[config.mk]
export PLATFORM = sky130hd
export DESIGN_NAME = shift_sequencer
export DESIGN_NICKNAME = d
export VERILOG_FILES = /design/src/rtl/shift_sequencer.sv
export SDC_FILE = /design/constraint.sdc
export NUM_CORES = 1
export LEC_CHECK = 0
export ABC_AREA = 1
export BUFFER_PORTS_ARGS = -buffer_cell sky130_fd_sc_hd__clkbuf_2
export CORE_MARGIN = 2
export CORE_UTILIZATION = 30
export CTS_BUF_LIST = sky130_fd_sc_hd__clkbuf_2
export DETAILED_ROUTE_END_ITERATION = 10
export SLEW_MARGIN = 10
export SYNTH_ARGS = -nofsm -noshare
export SYNTH_HDL_FRONTEND = slang
export SYNTH_SLANG_ARGS = --single-unit
[constraint.sdc]
create_clock -name clock -period 2.8 [get_ports clock]
set_clock_uncertainty 0.05 [all_clocks]
set_input_delay 0.14 -clock clock [delete_from_list [all_inputs] [get_ports clock]]
set_output_delay 0.14 -clock clock [all_outputs]
set_load 0.03 [all_outputs]
[src/rtl/shift_sequencer.sv]
// rtl/shift_sequencer.sv - multi-step controller that iterates an external single-step shifter
//
// Purpose: accepts one shift request per start handshake, then drives an
// external one-step shifter for `count` consecutive cycles. Each shifter
// output is fed back as the next cycle's input. The final word is returned
// on result together with a one-cycle done pulse.
//
// Ports:
//   clock, reset        rising-edge clock, synchronous active-low reset
//   start, mode, count  request strobe, shift op (01 SRA1, 10 SLL8, else pass),
//                       and number of shifter steps
//   dataIn              operand sampled on accept
//   abort               cancels a request while it is running
//   ready, done         idle indicator, one-cycle completion pulse
//   result              last completed word, held until the next done
//   shifterControl/Data drive the external shifter
//   shifterOut          combinational shifter output
module shift_sequencer #(
    parameter int WIDTH       = 32,
    parameter int COUNT_WIDTH = 5
) (
    input  logic                   clock,
    input  logic                   reset,
    input  logic                   start,
    input  logic [1:0]             mode,
    input  logic [COUNT_WIDTH-1:0] count,
    input  logic [WIDTH-1:0]       dataIn,
    input  logic                   abort,
    output logic                   ready,
    output logic                   done,
    output logic [WIDTH-1:0]       result,
    output logic [1:0]             shifterControl,
    output logic [WIDTH-1:0]       shifterData,
    input  logic [WIDTH-1:0]       shifterOut
);

    typedef enum logic [1:0] {
        S_IDLE = 2'b00,
        S_RUN  = 2'b01,
        S_DONE = 2'b10
    } state_t;

    state_t                 state_q, state_d;
    logic [WIDTH-1:0]       acc_q, acc_d;
    logic [1:0]             op_q, op_d;
    logic [COUNT_WIDTH-1:0] rem_q, rem_d;
    logic [WIDTH-1:0]       result_q, result_d;

    always_ff @(posedge clock) begin
        if (!reset) begin
            state_q  <= S_IDLE;
            acc_q    <= '0;
            op_q     <= 2'b00;
            rem_q    <= '0;
            result_q <= '0;
        end else begin
            state_q  <= state_d;
            acc_q    <= acc_d;
            op_q     <= op_d;
            rem_q    <= rem_d;
            result_q <= result_d;
        end
    end

    always_comb begin
        state_d  = state_q;
        acc_d    = acc_q;
        op_d     = op_q;
        rem_d    = rem_q;
        result_d = result_q;
        case (state_q)
            S_IDLE: begin
                if (start) begin
                    acc_d = dataIn;
                    op_d  = mode;
                    rem_d = count;
                    // Zero steps or a non-shifting op is a pass-through.
                    if (count == '0 || mode == 2'b00 || mode == 2'b11) begin
                        state_d = S_DONE;
                    end else begin
                        state_d = S_RUN;
                    end
                end
            end
            S_RUN: begin
                if (abort) begin
                    // Abort beats the final step; acc keeps its partial value.
                    state_d = S_IDLE;
                end else begin
                    acc_d = shifterOut;
                    // RUN is only entered with rem >= 1 and left at 1, so the
                    // guard only matters for robustness; the counter never wraps.
                    if (rem_q != '0) begin
                        rem_d = rem_q - COUNT_WIDTH'(1);
                    end
                    if (rem_q == COUNT_WIDTH'(1)) begin
                        state_d = S_DONE;
                    end
                end
            end
            S_DONE: begin
                result_d = acc_q;
                state_d  = S_IDLE;
            end
            default: begin
                state_d = S_IDLE;
            end
        endcase
    end

    assign ready          = (state_q == S_IDLE);
    assign done           = (state_q == S_DONE);
    assign result         = result_q;
    // The shifter only sees a shifting op while a request is running.
    assign shifterControl = (state_q == S_RUN) ? op_q : 2'b00;
    assign shifterData    = acc_q;

endmodule

==> metrics.yaml <==
status: "finished clean"
yosysSeqAreaShare: 0.491
leakage_nw: 2.35
startpoint: "state_q[0]$_SDFFE_PN0P_"
timing.slew.headroom: 0.522
crit_top_cell: "nand2_2"
pre_cts_slack_ns: 0.852
syn-num-nets: 482
setup_violations: 0
setup_slack_ns: 0.269
areaGrowthSynthToFinish_pct: 55.6
clkLatencyLatePin_ns: 0.49
grt_pass1_vias: 3228
ant_nets: 0
synth_area_per_cell_um2: 7.36
nets: 691
min_from: "reset"
dr.pass1.iters: 5
num_rows: 36
setup_tns_ns: 0
power.density_nw_per_um2: 572
placed_cell_area_um2: 3770
cts_buffers: 9
slowest_stage: "dlygate4sd3_1"
clock-sinks: 73
grt-ovfl-total: 0
initial_core_util: 0.308
wl_per_cell_um: 12.7
synthCells: 405
post-route-period-util: 0.904
path_cells: "nor2_4 > nand2_2 > nand2_2 > buf_4 > o21ai_0 > a31oi_1 > dlygate4sd3_1"
endpoint_kind: "flip-flop"
period_minus_slack_ns: 2.53
slew_violations: 0
cts_buffer_depth: 2
crit_arrival_ns: 2.92
grt_usage: 0.177
hpwl_mm: 6.07
mostFrequentLayoutCell: "clkbuf_2"
port_buffers: 142
final_area_um2: 4640
fillers: 954
drive_gt1_frac: 0.273
irDropWorstVdd_v: 0.000208
cts-root-buf: "clkbuf_2"
cts_tree: "done"
postCtsSetupRepairBufs: 0
gp_congestion: 0.767
drt_iter0_markers: 149
yosysUniqueCellTypes: 20
ios: 143
die_w_um: 104
h-tree-depth: 3
rsz0062_at_grt: "no"
antenna_found_initial: 0
start_kind: "flip-flop"
holdCritPathClass: "in -> reg"
clk_pin_slew_ns: 0.21
via_per_inst: 4.61
fmax_mhz: 395
core-area_um2: 9680
crit_required_ns: 3.19
maxCapViolCount: 0
synth-seq-cells: 73
routed_wl_mm: 9.55
slowest_delay_ns: 0.56
ys_warn_count: 0
worst-slew-pin-transition_ns: 0.718
num_vias: 3468
die_h_um: 104
hold_violations: 0
die_area_um2: 10700
layout_common_cells: "154 x clkbuf_2, 83 x nand2_1, 79 x nor2_1"
drc: 0
grt_pass1_wl_mm: 15.7
num_antenna_cells: 0
worstPathMaxFanout: 36
r2r_start: "state_q[0]$_SDFFE_PN0P_"
grt_max_degree: 42
netlist_area_um2: 2980
criticalPathCategory: "reg -> reg"
## worst max-delay path: cells and delay by family (launching register included)
kind | cells | cell delay (ns)
AOI/OAI and AO/OA | 2 | 0.33
and+or+nand+nor | 3 | 0.71
DFF | 1 | 0.41
buffers and inverters | 2 | 0.97
## Yosys cell counts (all sizes together)
| cell type | number | area, um2 |
|---|---|---|
| nand2 | 86 | 335 |
| nor2 | 81 | 312 |
| dfxtp | 73 | 1460 |
| o21ai | 72 | 360 |
| a31oi | 32 | 200 |
| buf | 16 | 97.6 |
| inv | 14 | 52.6 |
| clkbuf | 11 | 41.3 |
| a21oi | 9 | 45.0 |
| nand3 | 6 | 30.0 |
| ha | 2 | 25.0 |
| clkinv | 1 | 3.75 |
| nand4 | 1 | 6.26 |
| xor2 | 1 | 8.76 |
## power breakdown
group | internal [mW] | switching, mW | total (mW)
clock | 0.212 | 0.363 | 0.575
combinational | 0.321 | 0.521 | 0.842
sequential | 1.16 | 0.0790 | 1.24
total | 1.69 | 0.963 | 2.65
## per-layer routing
layer  track usage  routed length, um  up-vias
met2         0.284               4400      125
li1              -                  -     1764
met4        0.0608                 95        0
met3        0.0459                584        8
met5             0                  0        -
met1         0.233               4470     1571
## kinds of logic after synthesis
logic type | synth area share
DFF | 0.491
and+or+nand+nor | 0.229
AOI/OAI and AO/OA | 0.203
xor gates and xnor gates | 0.00294
adders and majority gates | 0.00840
buffers and inverters | 0.0655
## cell type report
type	instances	area (um2)	area share
Tap cell	133	166	0.0359
Sequential cell	73	1460	0.315
Multi-Input combinational cell	290	1330	0.286
Timing Repair Buffer	225	1520	0.329
Clock inverter	4	43.8	0.00944
Clock buffer	12	60.1	0.0130
Inverter	15	56.3	0.0121
## stage by stage
step	hold slack [ns]	total power [mW]	instances	utilization
floorplan	0.241	1.74	405	-
global placement	0.346	1.96	660	0.390
detailed placement	0.347	1.97	660	0.390
CTS	0.251	2.67	752	0.479
global route	0.295	2.82	752	0.479
finish	0.281	2.65	752	0.479
## sequential cells by signal, indices dropped and copies added, names as in the netlist
name,count
result,32
shifterData,32
rem_q,5
op_q,2
state_q,2
## what timing repair did
action | CTS | global route
endpoints found under the hold margin | 41 | 0
hold buffers | 76 | 0
resized for setup | 0 | 0
## final timing paths
check	cells past startpoint	end	slack (ns)
worst min-delay path	3	result[10]$_SDFFE_PN0P_	0.28
worst max-delay path	7	shifterData[8]$_SDFFE_PN0P_	0.27
worst min register to register	2	op_q[0]$_SDFFE_PN0P_	0.43
worst max register to register	7	shifterData[8]$_SDFFE_PN0P_	0.27
Note: power is estimated with default switching activity, not from simulation.
